**src/rtl/vram_arbiter.sv**
```systemverilog
// Arbitrates a single-port SRAM between display scanout (read, high priority) and the GPU (read/write).
// Defining VRAM_ARB_STATS_EN adds saturating stall counters o_stat_disp_stall / o_stat_gpu_stall.
module vram_arbiter #(
  parameter int unsigned ADDR_W         = 18,
  parameter int unsigned DATA_W         = 16,
  parameter int unsigned DISP_BURST_MAX = 4,
  parameter int unsigned TURNAROUND     = 1
) (
  input  logic              i_clk,
  input  logic              i_rst_n,
  input  logic              i_disp_req,
  input  logic [ADDR_W-1:0] i_disp_addr,
  output logic              o_disp_gnt,
  output logic [DATA_W-1:0] o_disp_data,
  output logic              o_disp_valid,
  input  logic              i_gpu_req,
  input  logic              i_gpu_we,
  input  logic [ADDR_W-1:0] i_gpu_addr,
  input  logic [DATA_W-1:0] i_gpu_wdata,
  output logic              o_gpu_gnt,
  output logic [DATA_W-1:0] o_gpu_rdata,
  output logic              o_gpu_rvalid,
  output logic [ADDR_W-1:0] o_sram_addr,
  output logic [DATA_W-1:0] o_sram_wdata,
  output logic              o_sram_oe,
  output logic              o_sram_we_n,
  output logic              o_sram_oe_n,
  input  logic [DATA_W-1:0] i_sram_rdata
`ifdef VRAM_ARB_STATS_EN
  ,
  output logic [15:0]       o_stat_disp_stall,
  output logic [15:0]       o_stat_gpu_stall
`endif
);

  localparam int unsigned   BW        = $clog2(DISP_BURST_MAX + 2);
  localparam int unsigned   TW        = 2;
  localparam logic [BW-1:0] BURST_LIM = BW'(DISP_BURST_MAX);
  localparam logic [TW-1:0] TURN_LOAD = TW'((TURNAROUND == 0) ? 0 : TURNAROUND - 1);

  typedef enum logic [1:0] {READY, WRITE, TURN} state_e;

  state_e            state_q, state_d;
  logic [BW-1:0]     burst_q, burst_d;
  logic [TW-1:0]     turn_q, turn_d;
  logic              rd_vld_q, rd_vld_d;
  logic              rd_gpu_q, rd_gpu_d;
  logic [ADDR_W-1:0] addr_q, addr_d;
  logic [DATA_W-1:0] wdata_q, wdata_d;
  logic              we_n_q, we_n_d, oe_n_q, oe_n_d, oe_q, oe_d;
  logic              disp_vld_q, disp_vld_d, gpu_vld_q, gpu_vld_d;
  logic [DATA_W-1:0] disp_data_q, disp_data_d, gpu_data_q, gpu_data_d;
  logic              gpu_win, disp_gnt, gpu_gnt;

  // Arbitration, burst accounting, pin sequencing and read-result routing
  always_comb begin
    gpu_win  = i_gpu_req && (!i_disp_req || (DISP_BURST_MAX != 0 && burst_q == BURST_LIM));
    gpu_gnt  = i_rst_n && (state_q == READY) && gpu_win;
    disp_gnt = i_rst_n && (state_q == READY) && !gpu_win && i_disp_req;

    state_d     = state_q;
    turn_d      = turn_q;
    burst_d     = burst_q;
    addr_d      = addr_q;
    wdata_d     = wdata_q;
    we_n_d      = 1'b1;
    oe_n_d      = 1'b1;
    oe_d        = 1'b0;
    rd_vld_d    = 1'b0;
    rd_gpu_d    = 1'b0;
    disp_vld_d  = rd_vld_q && !rd_gpu_q;
    gpu_vld_d   = rd_vld_q && rd_gpu_q;
    disp_data_d = disp_vld_d ? i_sram_rdata : disp_data_q;
    gpu_data_d  = gpu_vld_d ? i_sram_rdata : gpu_data_q;

    if (!i_gpu_req || gpu_gnt) begin
      burst_d = '0;
    end else if (disp_gnt && burst_q != BURST_LIM) begin
      burst_d = burst_q + BW'(1);
    end

    case (state_q)
      READY: begin
        if (gpu_gnt) begin
          addr_d = i_gpu_addr;
          if (i_gpu_we) begin
            wdata_d = i_gpu_wdata;
            we_n_d  = 1'b0;
            oe_d    = 1'b1;
            state_d = WRITE;
          end else begin
            oe_n_d   = 1'b0;
            rd_vld_d = 1'b1;
            rd_gpu_d = 1'b1;
          end
        end else if (disp_gnt) begin
          addr_d   = i_disp_addr;
          oe_n_d   = 1'b0;
          rd_vld_d = 1'b1;
        end
      end
      WRITE: begin
        if (TURNAROUND == 0) begin
          state_d = READY;
        end else begin
          state_d = TURN;
          turn_d  = TURN_LOAD;
        end
      end
      TURN: begin
        if (turn_q == '0) state_d = READY;
        else              turn_d  = turn_q - TW'(1);
      end
      default: state_d = READY;
    endcase
  end

  // Reset forces we_n high immediately, aborting any write on the pins
  always_ff @(posedge i_clk or negedge i_rst_n) begin
    if (!i_rst_n) begin
      state_q     <= READY;
      burst_q     <= '0;
      turn_q      <= '0;
      rd_vld_q    <= 1'b0;
      rd_gpu_q    <= 1'b0;
      addr_q      <= '0;
      wdata_q     <= '0;
      we_n_q      <= 1'b1;
      oe_n_q      <= 1'b1;
      oe_q        <= 1'b0;
      disp_vld_q  <= 1'b0;
      gpu_vld_q   <= 1'b0;
      disp_data_q <= '0;
      gpu_data_q  <= '0;
    end else begin
      state_q     <= state_d;
      burst_q     <= burst_d;
      turn_q      <= turn_d;
      rd_vld_q    <= rd_vld_d;
      rd_gpu_q    <= rd_gpu_d;
      addr_q      <= addr_d;
      wdata_q     <= wdata_d;
      we_n_q      <= we_n_d;
      oe_n_q      <= oe_n_d;
      oe_q        <= oe_d;
      disp_vld_q  <= disp_vld_d;
      gpu_vld_q   <= gpu_vld_d;
      disp_data_q <= disp_data_d;
      gpu_data_q  <= gpu_data_d;
    end
  end

  assign o_disp_gnt   = disp_gnt;
  assign o_gpu_gnt    = gpu_gnt;
  assign o_disp_valid = disp_vld_q;
  assign o_disp_data  = disp_data_q;
  assign o_gpu_rvalid = gpu_vld_q;
  assign o_gpu_rdata  = gpu_data_q;
  assign o_sram_addr  = addr_q;
  assign o_sram_wdata = wdata_q;
  assign o_sram_oe    = oe_q;
  assign o_sram_we_n  = we_n_q;
  assign o_sram_oe_n  = oe_n_q;

`ifdef VRAM_ARB_STATS_EN
  logic [15:0] disp_stall_q, gpu_stall_q;

  // Cycles spent requesting without a grant, saturating
  always_ff @(posedge i_clk or negedge i_rst_n) begin
    if (!i_rst_n) begin
      disp_stall_q <= '0;
      gpu_stall_q  <= '0;
    end else begin
      if (i_disp_req && !disp_gnt && disp_stall_q != 16'hFFFF) disp_stall_q <= disp_stall_q + 16'd1;
      if (i_gpu_req && !gpu_gnt && gpu_stall_q != 16'hFFFF)    gpu_stall_q  <= gpu_stall_q + 16'd1;
    end
  end

  assign o_stat_disp_stall = disp_stall_q;
  assign o_stat_gpu_stall  = gpu_stall_q;
`endif

endmodule

```
**config.mk**
```make
export PLATFORM = sky130hd
export DESIGN_NAME = vram_arbiter
export DESIGN_NICKNAME = d
export VERILOG_FILES = /design/src/rtl/vram_arbiter.sv
export SDC_FILE = /design/constraint.sdc
export NUM_CORES = 1
export LEC_CHECK = 0
export CAP_MARGIN = 30
export CELL_PAD_IN_SITES_DETAIL_PLACEMENT = 1
export CELL_PAD_IN_SITES_GLOBAL_PLACEMENT = 1
export CORE_UTILIZATION = 35
export CTS_CLUSTER_SIZE = 40
export DETAILED_ROUTE_END_ITERATION = 12
export GPL_TIMING_DRIVEN = 0
export PLACE_DENSITY_LB_ADDON = 0.3
export SYNTH_ARGS = -nofsm -noshare
export SYNTH_HDL_FRONTEND = slang
export SYNTH_SLANG_ARGS = --single-unit
```
**constraint.sdc**
```tcl
create_clock -name i_clk -period 4.8 [get_ports i_clk]
set_input_delay 1.2 -clock i_clk [delete_from_list [all_inputs] [get_ports i_clk]]
set_output_delay 1.2 -clock i_clk [all_outputs]
set_load 0.05 [all_outputs]
```
---- Word-level counts from Yosys, hierarchy flattened ----
Index checks and enable logic that the tools add are counted.
storage, ports and cells
  output and inout port bits .............. 73
  word-level logic and storage cells ...... 71
  bits in registers ....................... 80
operators by class
  mux-type cells .......................... 24
  $add $sub $neg .......................... 2
  reductions and logical operators ........ 23
  eq/ne operators ......................... 8
operators by type and width
  kind                   count
  $mux W18               2
  $mux W1                14
  $logic_and A1 B1 Y1    8
  $mux W2                4
  $ne A2 B2 Y1 const B   4
  $mux W3                2
  $pmux W2 S3            1
  $reduce_and A3 Y1      2
  $reduce_bool A2 Y1     3
  $logic_not A1 Y1       4
  $logic_not A2 Y1       2
  $pmux W2 S2            1
  $reduce_and A2 Y1      2
  $add A3 B1 Y3 const B  1
  $eq A3 B3 Y1 const B   1
  $ne A3 B3 Y1 const B   1
  $eq A2 B1 Y1 const B   1
  $eq A2 B2 Y1 const B   1
  $logic_or A1 B1 Y1     2
  $sub A2 B1 Y2 const B  1

---- Longest topological paths before layout ----
  depth after elaboration ................. 9
  gate-level depth with buffers ........... 7

---- Worst setup path after synthesis ----
Ideal clock, no wire load.
  path kind ............................... input to output
  start ................................... in i_rst_n
  end ..................................... out o_gpu_gnt
  path slack .............................. 712 ps
  required time ........................... 3600 ps
  arrival time ............................ 2888 ps
  stages on the path ...................... 4
  cells stage by stage .................... or3b_1 clkbuf_1 buf_2 nor3_1
between the ends
  longest elaborated chain between the ends .. 2
ends and longest elaborated chain
  element                           line  RTL
  from (decl)                       10    input logic i_rst_n,
  $logic_and A1 B1 Y1 (2 in a row)  58    gpu_gnt = i_rst_n && (state_q == READY) && gpu_win;
  to (decl)                         20    output logic o_gpu_gnt,
Every way passes these cells.

---- Final worst setup path ----
  start ................................... in i_disp_req
  end ..................................... out o_disp_gnt
between the ends
  longest elaborated chain between the ends .. 6
ends and longest elaborated chain
  element                line  RTL
  from (decl)            11    input logic i_disp_req,
  $logic_not A1 Y1       57    gpu_win = i_gpu_req && (!i_disp_req || (DISP_BURST_MAX != 0 && burst_q == BURST_LIM));
  $logic_or A1 B1 Y1     57
  $logic_and A1 B1 Y1    57
  $logic_not A1 Y1       59    disp_gnt = i_rst_n && (state_q == READY) && !gpu_win && i_disp_req;
  $logic_and A1 B1 Y1    59
  $logic_and A1 B1 Y1 *  59
  to (decl)              13    output logic o_disp_gnt,
Mark *: on every way between the ends. The rest lies on a longest branch, timed or not.

==> impl_metrics.env <==
export IMPL_synthFlopType="dfrtp_1"
export IMPL_drc_errors=0
export IMPL_io_pins=146
export IMPL_synth_most_common_cell="dfrtp_1"
export IMPL_n_antenna_cell=0
export IMPL_grt_pass1_wl_um=15700
export IMPL_syn2layout_area_growth_pct=54.3
export IMPL_rsz0062_at_grt="no"
export IMPL_path_delay_family="buffers and inverters"
export IMPL_first_pass_iters=4
export IMPL_endpoint_kind="output port"
export IMPL_die_x_um=101
export IMPL_clk_pin_slew_ns=0.09
export IMPL_utilization=0.565
export IMPL_critPathMaxStageDelay_ns=0.73
export IMPL_hold_viol_final=0
export IMPL_ys_top_cells_by_area="dfrtp_1, mux2_1, nand4b_1, o211ai_1, mux2_4"
export IMPL_hold_buffers=0
export IMPL_vdd_drop_max_v=0.000180
export IMPL_vias=2791
export IMPL_synth_top_area_frac=0.569
export IMPL_drv_cap=0
export IMPL_p_per_area_mw_per_mm2=433
export IMPL_drt_wl_total_um=9740
export IMPL_fin_nets=500
export IMPL_synth_area_leader_cell="dfrtp_1"
export IMPL_path_max_fanout=10
export IMPL_crit_path_start_kind="input pin"
export IMPL_crit_chain="clkdlybuf4s50_1 -> a21boi_2 -> nor2_1 -> nor2b_1 -> clkdlybuf4s50_1"
export IMPL_nFillCells=1010
export IMPL_die_area_mm2=0.0102
export IMPL_slew_headroom=0.493
export IMPL_path_common_cell="clkdlybuf4s50_1"
export IMPL_grt_pass1_vias=2987
export IMPL_wl_per_cell_um=17.4
export IMPL_rows=35
export IMPL_yosys_warnings=0
export IMPL_fp_dieH_um=101
export IMPL_drtAntennaViolNets=0
export IMPL_syn_avg_cell_area_um2=12.8
export IMPL_fmax_ghz=0.219
export IMPL_synth_common_cells="dfrtp_1, mux2_1, nand2_1"
export IMPL_core_area_mm2=0.00937
export IMPL_ys_async_sr_fraction=1.00
export IMPL_dpl_cell_count=542
export IMPL_ys_seq_elements=80
export IMPL_synth_yosys_seq_area_share=0.584
export IMPL_period_needed_ns=4.57
export IMPL_cts_root_buf="clkbuf_8"
export IMPL_cts_tree="done"
export IMPL_antenna_found_initial=0
export IMPL_crit_type="in -> out"
export IMPL_clk_latency_ns=0.35
export IMPL_drive_gt1_frac=0.0956
export IMPL_cts_sinks=80
export IMPL_syn_inst=267
export IMPL_grtUsageTotal=0.203
export IMPL_overflow=0
export IMPL_place_congestion=0.756
export IMPL_pre_cts_ws_ns=0.105
export IMPL_syn_cell_area_mm2=0.00343
export IMPL_start_util=0.366
export IMPL_final_setup_viol_count=0
export IMPL_htree_levels=3
export IMPL_grt_max_degree=47
export IMPL_arrival_ns=3.37
export IMPL_drt_vias_per_instance=5.00
export IMPL_synth_distinct_cells=31
export IMPL_synth_edf_count=0
export IMPL_tightest_slew_ns=0.758
export IMPL_status="finished, final reports clean"
export IMPL_fin_crit_sh=0.951
export IMPL_finalClockSkew_ns=0.0111
export IMPL_required_ns=3.60
export IMPL_slew_viol_final=0
export IMPL_hpwl_um=7130
export IMPL_cts_buffers=9
export IMPL_path_buf_inv=2
export IMPL_total_leakage_power_uw=0.00216
export IMPL_hold_worst_slack_ns=0.492
export IMPL_hp_class="reg -> reg"
export IMPL_cts_buffer_depth=2
export IMPL_tns_ns=0
export IMPL_drtIter0Drc=75
export IMPL_cp_slowest_cell="clkdlybuf4s50_1"
export IMPL_fin_cells=558
export IMPL_synth_fp_nets=343
export IMPL_numPortBuffers=145
export IMPL_setup_ws_ns=0.233
-- final timing paths --
kind                                                to  slack (ns)                       start  cells after the start
setup / recovery                            o_disp_gnt        0.23                  i_disp_req                      5
hold / removal              o_disp_data[7]$_DFFE_PN0P_        0.49  o_disp_data[7]$_DFFE_PN0P_                      1
setup reg to reg           o_sram_addr[13]$_DFFE_PN0P_        2.62      burst_q[0]$_DFFE_PN0P_                      6
hold reg to reg             o_disp_data[7]$_DFFE_PN0P_        0.49  o_disp_data[7]$_DFFE_PN0P_                      1
max in group asynchronous        o_sram_oe_n$_DFF_PN1_        3.47                     i_rst_n                      2
min in group asynchronous   o_gpu_rdata[2]$_DFFE_PN0P_        0.74                     i_rst_n                      1
-- power by group --
part | switching, uW | leakage [uW] | internal, uW
Combinational | 560 | 0.00108 | 327
Sequential | 62.3 | 0.000976 | 788
Clock | 256 | 0.000104 | 297
Total | 878 | 0.00216 | 1410
-- sequential cells by signal (all words and copies together), names as in the netlist --
name          cells
o_sram_oe_n       1
state_q           2
o_disp_data      16
o_sram_addr      18
o_gpu_rdata      16
burst_q           3
o_disp_valid      1
o_gpu_rvalid      1
rd_gpu_q          1
turn_q            2
rd_vld_q          1
o_sram_wdata     16
o_sram_oe         1
o_sram_we_n       1
-- placed cells by master, fill, tap and decap left out, types with 2 or more instances in the layout --
cell type / n
o21ai_1: 21
ha_1: 3
buf_2: 5
a21oi_1: 3
clkinvlp_4: 2
mux2_4: 7
inv_2: 3
o211ai_1: 20
dfstp_2: 2
dfrtp_1: 78
mux2i_1: 2
inv_6: 2
nand2_1: 23
clkdlybuf4s50_1: 144
nand4b_1: 19
bufinv_16: 2
mux2_1: 41
clkbuf_1: 11
nor2b_1: 2
buf_6: 4
clkbuf_8: 9
inv_1: 5
nor2_1: 6
-- cell type report --
| type | count | area [um^2] | share of cell area |
|---|---|---|---|
| Clock buffer | 10 | 128 | 0.0241 |
| Tap cell | 129 | 161 | 0.0305 |
| Multi-Input combinational cell | 160 | 1300 | 0.245 |
| Buffer | 19 | 101 | 0.0191 |
| Timing Repair Buffer | 146 | 1480 | 0.280 |
| Sequential cell | 80 | 2000 | 0.379 |
| Inverter | 8 | 30.0 | 0.00567 |
| Clock inverter | 6 | 92.6 | 0.0175 |
-- routing by layer --
metal,global-route usage,share of wire,vias up
li1,-,-,1268
met1,0.248,0.42,1411
met2,0.354,0.50,106
met3,0.0638,0.071,6
met4,0.0401,0.0069,0
met5,0,0,-
-- per-stage QoR --
stage	power [uW]	cell area, um^2
6_report	2290	5290
5_1_grt	2400	5290
3_5_place_dp	1760	5070
4_1_cts	2320	5290
2_1_floorplan	1390	3430
3_3_place_gp	1730	5040
-- what timing repair did --
action	4_1_cts	5_1_grt
resized for setup	0	3
setup buffers	0	0
setup endpoints to repair	0	1
-- logic make-up after synthesis --
logic type / after synthesis / synth area share
buffers and inverters: 27 / 0.0379
adders and majority gates: 3 / 0.0109
muxes: 51 / 0.174
AOI/OAI and AO/OA: 47 / 0.0868
and+or+nand+nor: 59 / 0.106
DFF: 80 / 0.584
Note: power is estimated with default switching activity, not from simulation.
